--- src/rtl/md_pkg.sv ---
// Shared encodings for the multiply/divide unit: FSM states, op codes and
// the iteration count of the bit-serial datapath.
package md_pkg;

  localparam logic [1:0] ST_IDLE = 2'd0;
  localparam logic [1:0] ST_CALC = 2'd1;
  localparam logic [1:0] ST_FIX  = 2'd2;
  localparam logic [1:0] ST_DONE = 2'd3;

  localparam logic OP_MULT = 1'b0;
  localparam logic OP_DIV  = 1'b1;

  localparam int MD_ITER = 32;
  localparam int CNT_W   = $clog2(MD_ITER);

endpackage

--- src/rtl/md_abs32.sv ---
// 32-bit conditional negate. With cin=1 this is a plain two's-complement
// negate (abs when neg = sign bit); cin lets two instances chain into a
// 64-bit negate (upper half takes cin = "lower half was zero").
module md_abs32 (
  input  logic [31:0] x,
  input  logic        neg,
  input  logic        cin,
  output logic [31:0] y
);

  assign y = neg ? (~x + {31'd0, cin}) : x;

endmodule

--- src/rtl/mult_div_unit.sv ---
// Signed 32x32 multiply / 32/32 divide, one bit per cycle on operand
// magnitudes, with sign correction in a dedicated FIX cycle.
// Latency 34 cycles from start to done; divide by zero completes in 1.
module mult_div_unit
  import md_pkg::*;
(
  input  logic        clock,
  input  logic        reset,
  input  logic        start,
  input  logic        op,
  input  logic [31:0] a,
  input  logic [31:0] b,
  output logic        busy,
  output logic        done,
  output logic        div_zero,
  output logic [31:0] hi,
  output logic [31:0] lo
);

  logic [1:0]       state_q, state_d;
  logic [CNT_W-1:0] cnt_q, cnt_d;
  logic             op_q, op_d;
  logic             sa_q, sa_d;
  logic             sb_q, sb_d;
  logic             dz_q, dz_d;
  logic [63:0]      acc_q, acc_d;
  logic [31:0]      opr_q, opr_d;
  logic [31:0]      hi_q, hi_d;
  logic [31:0]      lo_q, lo_d;

  logic [31:0] mag_a, mag_b, fix_lo, fix_hi;
  logic        fix_hi_neg, fix_hi_cin;

  // Operand magnitudes, taken straight off the inputs at acceptance.
  md_abs32 u_abs_a (.x(a), .neg(a[31]), .cin(1'b1), .y(mag_a));
  md_abs32 u_abs_b (.x(b), .neg(b[31]), .cin(1'b1), .y(mag_b));

  // Result sign fix. Low half (product low / quotient) flips on differing
  // signs. High half: remainder follows the dividend sign; for a product it
  // is the upper word of a 64-bit negate, carrying in only if low was zero.
  assign fix_hi_neg = (op_q == OP_DIV) ? sa_q : (sa_q ^ sb_q);
  assign fix_hi_cin = (op_q == OP_DIV) ? 1'b1 : (acc_q[31:0] == 32'd0);

  md_abs32 u_fix_lo (.x(acc_q[31:0]),  .neg(sa_q ^ sb_q), .cin(1'b1),       .y(fix_lo));
  md_abs32 u_fix_hi (.x(acc_q[63:32]), .neg(fix_hi_neg),  .cin(fix_hi_cin), .y(fix_hi));

  // One shift-add multiply step: acc = {partial, multiplier}, shift right.
  logic [32:0] mul_sum;
  logic [63:0] mul_next;
  assign mul_sum  = {1'b0, acc_q[63:32]} + (acc_q[0] ? {1'b0, opr_q} : 33'd0);
  assign mul_next = {mul_sum, acc_q[31:1]};

  // One restoring-divide step: acc = {remainder, quotient}, shift left.
  // The remainder stays below the divisor (<= 2^31), so the shifted
  // remainder always fits in 32 bits.
  logic [63:0] div_sh, div_next;
  logic [32:0] div_diff;
  assign div_sh   = {acc_q[62:0], 1'b0};
  assign div_diff = {1'b0, div_sh[63:32]} - {1'b0, opr_q};
  assign div_next = div_diff[32] ? div_sh : {div_diff[31:0], div_sh[31:1], 1'b1};

  // Next-state and datapath control.
  always_comb begin
    state_d = state_q;
    cnt_d   = cnt_q;
    op_d    = op_q;
    sa_d    = sa_q;
    sb_d    = sb_q;
    dz_d    = dz_q;
    acc_d   = acc_q;
    opr_d   = opr_q;
    hi_d    = hi_q;
    lo_d    = lo_q;
    case (state_q)
      ST_IDLE: begin
        if (start) begin
          op_d  = op;
          sa_d  = a[31];
          sb_d  = b[31];
          cnt_d = '0;
          if (op == OP_DIV && b == 32'd0) begin
            // Nothing to compute: report immediately, leave hi/lo alone.
            dz_d    = 1'b1;
            state_d = ST_DONE;
          end else begin
            opr_d   = (op == OP_DIV) ? mag_b : mag_a;
            acc_d   = {32'd0, (op == OP_DIV) ? mag_a : mag_b};
            state_d = ST_CALC;
          end
        end
      end
      ST_CALC: begin
        acc_d = (op_q == OP_DIV) ? div_next : mul_next;
        cnt_d = cnt_q + 1'b1;
        if (cnt_q == CNT_W'(MD_ITER - 1)) state_d = ST_FIX;
      end
      ST_FIX: begin
        hi_d    = fix_hi;
        lo_d    = fix_lo;
        state_d = ST_DONE;
      end
      default: begin
        dz_d    = 1'b0;
        state_d = ST_IDLE;
      end
    endcase
  end

  // State registers; reset aborts any operation and clears the results.
  always_ff @(posedge clock) begin
    if (reset) begin
      state_q <= ST_IDLE;
      cnt_q   <= '0;
      op_q    <= OP_MULT;
      sa_q    <= 1'b0;
      sb_q    <= 1'b0;
      dz_q    <= 1'b0;
      acc_q   <= '0;
      opr_q   <= '0;
      hi_q    <= '0;
      lo_q    <= '0;
    end else begin
      state_q <= state_d;
      cnt_q   <= cnt_d;
      op_q    <= op_d;
      sa_q    <= sa_d;
      sb_q    <= sb_d;
      dz_q    <= dz_d;
      acc_q   <= acc_d;
      opr_q   <= opr_d;
      hi_q    <= hi_d;
      lo_q    <= lo_d;
    end
  end

  assign busy     = (state_q != ST_IDLE);
  assign done     = (state_q == ST_DONE);
  assign div_zero = (state_q == ST_DONE) && dz_q;
  assign hi       = hi_q;
  assign lo       = lo_q;

endmodule
--- config.mk ---
export PLATFORM = sky130hd
export DESIGN_NAME = mult_div_unit
export DESIGN_NICKNAME = d
export VERILOG_FILES = /design/src/rtl/md_pkg.sv /design/src/rtl/md_abs32.sv /design/src/rtl/mult_div_unit.sv
export SDC_FILE = /design/constraint.sdc
export NUM_CORES = 1
export LEC_CHECK = 0
export BUFFER_PORTS_ARGS = -buffer_cell sky130_fd_sc_hd__buf_2
export CAP_MARGIN = 15
export CORE_UTILIZATION = 55
export DETAILED_ROUTE_END_ITERATION = 10
export MAX_ROUTING_LAYER = met4
export PLACE_DENSITY_LB_ADDON = 0.3
export SLEW_MARGIN = 40
export SYNTH_ARGS = -nofsm -noshare
export SYNTH_HDL_FRONTEND = slang
export SYNTH_HIERARCHICAL = 1
export SYNTH_SLANG_ARGS = --single-unit
--- constraint.sdc ---
create_clock -name clock -period 8.6 [get_ports clock]
set_clock_uncertainty 0.05 [all_clocks]
set_input_delay 0.43 -clock clock [delete_from_list [all_inputs] [get_ports clock]]
set_output_delay 0.43 -clock clock [all_outputs]
set_load 0.02 [all_outputs]
# Yosys cells after proc, flatten, opt, wreduce, memory -nomap -nowiden
# Cells that the tools add are included.
dict set report totals {
  out_inout_bits 67
  regBits 171
  in_bits 68
  wordCells 69
}
dict set report op_classes {
  bitwise 7
  mux 23
  n_addsub 7
  eq_ne 8
  reduce_logical 14
}
# op n
set op_table {}
lappend op_table {{$mux 64} 4}
lappend op_table {{$mux 32} 7}
lappend op_table {{$not 32->32} 4}
lappend op_table {{$pmux 64 s2} 1}
lappend op_table {{$add 32x1->32 const B} 3}
lappend op_table {{$logic_not 32->1} 2}
lappend op_table {{$add 32x32->33} 1}
lappend op_table {{$sub 32x32->33} 1}
lappend op_table {{$add 32x1->32} 1}
lappend op_table {{$pmux 5 s2} 1}
lappend op_table {{$reduce_and 3->1} 3}
lappend op_table {{$ne 2x2->1 const B} 4}
lappend op_table {{$mux 2} 3}
lappend op_table {{$pmux 2 s3} 1}
lappend op_table {{$reduce_and 2->1} 3}
lappend op_table {{$add 5x1->5 const B} 1}
lappend op_table {{$eq 5x5->1 const B} 1}
lappend op_table {{$mux 5} 1}
lappend op_table {{$eq 2x2->1 const B} 2}
lappend op_table {{$mux 1} 4}
lappend op_table {{$reduce_bool 2->1} 2}
lappend op_table {{$eq 2x1->1 const B} 1}
lappend op_table {{$logic_and 1x1->1} 2}
lappend op_table {{$logic_not 2->1} 1}
lappend op_table {{4 further kinds} 5}

# Longest topological paths before layout
dict set report depth {
  ltp_word 7
  ltp_mapped 14
  depth_no_buf 13
}

# Modules after synthesis
# The synthesis kept the hierarchy.
# mod instances area_each_um2 cells_per_inst seq_area_each_um2
set by_module_without_submodules {}
lappend by_module_without_submodules {mult_div_unit 1 11816.3 1448 3423.3}
lappend by_module_without_submodules {md_abs32 4 793.3 110 0.0}

# Worst setup path before layout
# OpenSTA, ideal clock, no wires.
dict set report synth_timing {
  kind {register to register}
  from {register acc_q[0]}
  to {register acc_q[61]}
  setup_slack_ns 5.430
  required_time_ns 8.433
  arrival_ns 3.003
  n_path_buf 1
  path_stages_with_launch 14
  period_less_slack_ns 3.170
  setup_ns 0.117
  path_cell_list {dfxtp_1 -> inv_1 -> clkbuf_1 -> nor2_1 -> ha_1 -> and3_1 -> o211ai_1 -> a211o_1 -> and3_1 -> o41a_1 -> o21ai_2 -> mux2i_1 -> o31ai_1 -> a32o_1}
}
dict set report synth_between {
  elab_chain_cells 4
}
# element line_no
set synth_rtl {}
lappend synth_rtl {{start: declaration} mult_div_unit.sv:26} ;# logic [63:0] acc_q, acc_d;
lappend synth_rtl {{start signal: assignment} mult_div_unit.sv:118} ;# acc_q <= '0;
lappend synth_rtl {{start signal: assignment} mult_div_unit.sv:129} ;# acc_q <= acc_d;
lappend synth_rtl {{$mux 32} mult_div_unit.sv:50} ;# assign mul_sum = {1'b0, acc_q[63:32]} + (acc_q[0] ? {1'b0, opr_q} : 33'd0);
lappend synth_rtl {{$add 32x32->33} mult_div_unit.sv:50}
lappend synth_rtl {{$mux 64} mult_div_unit.sv:93} ;# acc_d = (op_q == OP_DIV) ? div_next : mul_next;
lappend synth_rtl {{$pmux 64 s2} mult_div_unit.sv:74} ;# case (state_q)
# Every way passes these cells.
# A chain may end at the register's enable or synchronous reset.

# Final worst setup path
dict set report layout_timing {
  from {register acc_q[31]}
  to {register acc_q[33]}
}
dict set report layout_between {
  elab_chain_cells 4
}
# element line_no
set layout_rtl {}
lappend layout_rtl {{$sub 32x32->33} mult_div_unit.sv:59} ;# assign div_diff = {1'b0, div_sh[63:32]} - {1'b0, opr_q};
lappend layout_rtl {{$mux 64} mult_div_unit.sv:60} ;# assign div_next = div_diff[32] ? div_sh : {div_diff[31:0], div_sh[31:1], 1'b1};
lappend layout_rtl {{$mux 64} mult_div_unit.sv:93}
lappend layout_rtl {{$pmux 64 s2} mult_div_unit.sv:74}
# Every way passes these cells.

==> results.sh <==
export IMPL_antenna_found_initial=0
export IMPL_cts_htree_levels=4
export IMPL_synth_area_top_cells="dfxtp_1 (23%), mux2i_1 (9.9%), xnor2_1 (8.7%)"
export IMPL_final_cell_mix="nor2_1 (227), dfxtp_1 (170), mux2i_1 (148), xnor2_1 (148), buf_2 (132)"
export IMPL_hold_viol_final=0
export IMPL_grt_usage=0.318
export IMPL_routed_wl_mm=43.9
export IMPL_drtIter0Drc=1175
export IMPL_die_h_um=167
export IMPL_min_period_ns=3.99
export IMPL_fp_dieArea_mm2=0.0279
export IMPL_synth_top_family_by_area="compound AO/OA/AOI/OAI gates"
export IMPL_via_per_inst=6.35
export IMPL_core_area_mm2=0.0269
export IMPL_ys_types=87
export IMPL_diodes=0
export IMPL_required_ns=8.90
export IMPL_ys_ff_latch=171
export IMPL_grt_pass1_vias=13200
export IMPL_yosys_warnings=6
export IMPL_setup_violations_final=0
export IMPL_synth_edff_count=0
export IMPL_synth_ff_type="dfxtp_1"
export IMPL_yosysTopAreaCellShare=0.228
export IMPL_clockBufferDepth=2
export IMPL_cts_sinks=171
export IMPL_synthMuxAreaShare=0.103
export IMPL_crit_fanout=16
export IMPL_synthAdderAreaFrac=0.0720
export IMPL_status="finished, final reports clean"
export IMPL_cap_violations=0
export IMPL_fmax_mhz=250
export IMPL_setup_tns_ns=0
export IMPL_gr_total_overflow=0
export IMPL_globalplace_congestion=0.976
export IMPL_synth_compound_area_frac=0.248
export IMPL_finalMaxSlewViolations=0
export IMPL_leakagePower_nw=6.44
export IMPL_whs_ns=0.345
export IMPL_end_kind="flop"
export IMPL_worstSetupPathType="flop to flop"
export IMPL_regToRegSetupSlack_ns=4.61
export IMPL_timing_critical_path_arrival_ns=4.30
export IMPL_area_growth_pct=9.76
export IMPL_yosysSeqAreaShare=0.228
export IMPL_dp_slack_ns=4.64
export IMPL_holdBufCountCts=0
export IMPL_layout_setup_ws_ns=4.61
export IMPL_synth_area_mm2=0.0150
export IMPL_power_density_mw_per_mm2=263
export IMPL_synth_xor_area_share=0.0970
export IMPL_fillCellCount=2442
export IMPL_path_clk_slew_ns=0.07
export IMPL_vias=14600
export IMPL_yosysTopAreaCell="dfxtp_1"
export IMPL_power_w=0.00433
export IMPL_fin_util=0.612
export IMPL_clockRootBuffer="clkbuf_16"
export IMPL_cts_setup_buffers=0
export IMPL_cts_made_buffers=17
export IMPL_min_delay_path_class="primary input to flop"
export IMPL_io_pins=135
export IMPL_wl_per_cell_um=19.1
export IMPL_drive_gt1_frac=0.125
export IMPL_final_antenna_net_count=0
export IMPL_place_hpwl_mm=33.7
export IMPL_post_route_period_util=0.464
export IMPL_rsz0062_at_grt="false"
export IMPL_synthCells=1888
export IMPL_cts_repair_resized=0
export IMPL_clk_insertion_delay_late_ns=0.44
export IMPL_io_buffers=134
export IMPL_ys_async_sr_fraction=0
export IMPL_fp_dieW_um=167
export IMPL_initial_core_util=0.558
export IMPL_synth_simple_gate_area_frac=0.203
export IMPL_drcViolationCount=0
export IMPL_final_common_cell="nor2_1"
export IMPL_avgSynthCellArea_um2=7.94
export IMPL_grt_start_max_net_pins=87
export IMPL_cts_tree="done"
export IMPL_slew_headroom=0.482
export IMPL_final_nets=2102
export IMPL_grt_pass1_wl_mm=70.2
export IMPL_ir_worst_vdd_mv=0.156
export IMPL_max_slew_worst_pin_slew_ns=0.778
export IMPL_row_count=60
export IMPL_startpoint_type="flop"
export IMPL_detail_route_first_pass_iterations=6
-- flip-flops by register name, summed over array words and instances (netlist names) --
register,flops
acc_q,64
hi,32
lo,32
opr_q,32
cnt_q,5
state_q,2
dz_q,1
op_q,1
sa_q,1
sb_q,1
-- layout make-up --
class	count	area, µm²	share of cell area
Inverter	62	233	0.0141
Sequential cell	171	3420	0.208
Multi-Input combinational cell	1547	10900	0.665
Clock buffer	17	425	0.0259
Clock inverter	14	156	0.00951
Tap cell	341	427	0.0259
Timing Repair Buffer	150	852	0.0518
-- routing by layer --
metal | up-vias | GRT usage | routed length [µm]
met4 | 0 | 0.0857 | 944
met3 | 45 | 0.0392 | 2530
met2 | 515 | 0.497 | 19900
met1 | 6947 | 0.429 | 20500
met5 | - | - | 0
li1 | 7121 | - | -
-- Yosys cell counts, types with 7 or more instances --
cell,n
a2111oi_0,7
a211oi_1,110
a21o_1,24
a21oi_1,97
a22oi_1,7
a31oi_1,10
and2_1,9
and3_1,10
clkbuf_1,97
dfxtp_1,171
ha_1,83
inv_1,62
mux2i_1,148
nand2_1,98
nand2b_1,24
nand3_1,23
nand3b_1,7
nand4_1,27
nor2_1,229
nor2b_1,41
nor3_1,30
nor3b_1,11
nor4_1,26
nor4b_1,13
o211a_1,10
o211ai_1,16
o21ai_0,81
o21ai_1,24
o31ai_1,50
o41ai_1,27
or3_2,9
or4_1,9
or4_4,8
xnor2_1,149
xor2_1,17
-- worst max-delay path, cell delays in order, from the launching register on --
cell	delay [ns]
dfxtp_1	0.46
inv_1	0.12
ha_1	0.23
fa_1	0.39
nand2b_1	0.19
a21oi_1	0.28
o21bai_2	0.14
a31oi_1	0.30
o311ai_2	0.16
a31o_2	0.39
o21ai_2	0.33
buf_4	0.34
mux2_1	0.36
o221ai_1	0.16
-- stage by stage --
step	area, µm²	cells
2_1_floorplan	15000	1893
3_3_place_gp	15800	2267
3_5_place_dp	15900	2271
4_1_cts	16400	2302
5_1_grt	16500	2302
6_report	16500	2302
-- worst paths after layout --
kind                                 from   endpoint  cells after the start
worst min register to register     hi[19]     hi[19]                      2
worst min-delay path                start       sa_q                      3
worst max register to register  acc_q[31]  acc_q[33]                     13
worst max-delay path            acc_q[31]  acc_q[33]                     13
-- kinds of logic (layout without fill, tap and decap cells) --
| kind of cell | Yosys count | after routing |
|---|---|---|
| adder cells (fa/ha/maj) | 85 | 85 |
| other | 1 | 6 |
| multiplexers | 154 | 154 |
| buffers and inverters | 175 | 243 |
| flip-flops | 171 | 171 |
| AO/OA/AOI/OAI | 536 | 536 |
| XOR/XNOR | 166 | 166 |
| AND/OR/NAND/NOR | 600 | 600 |
-- power breakdown --
group	switching [W]	internal, W
logic	0.00146	0.000933
registers	0.000219	0.000948
clock network	0.000381	0.000389
Power figures use the tool's default switching activity.
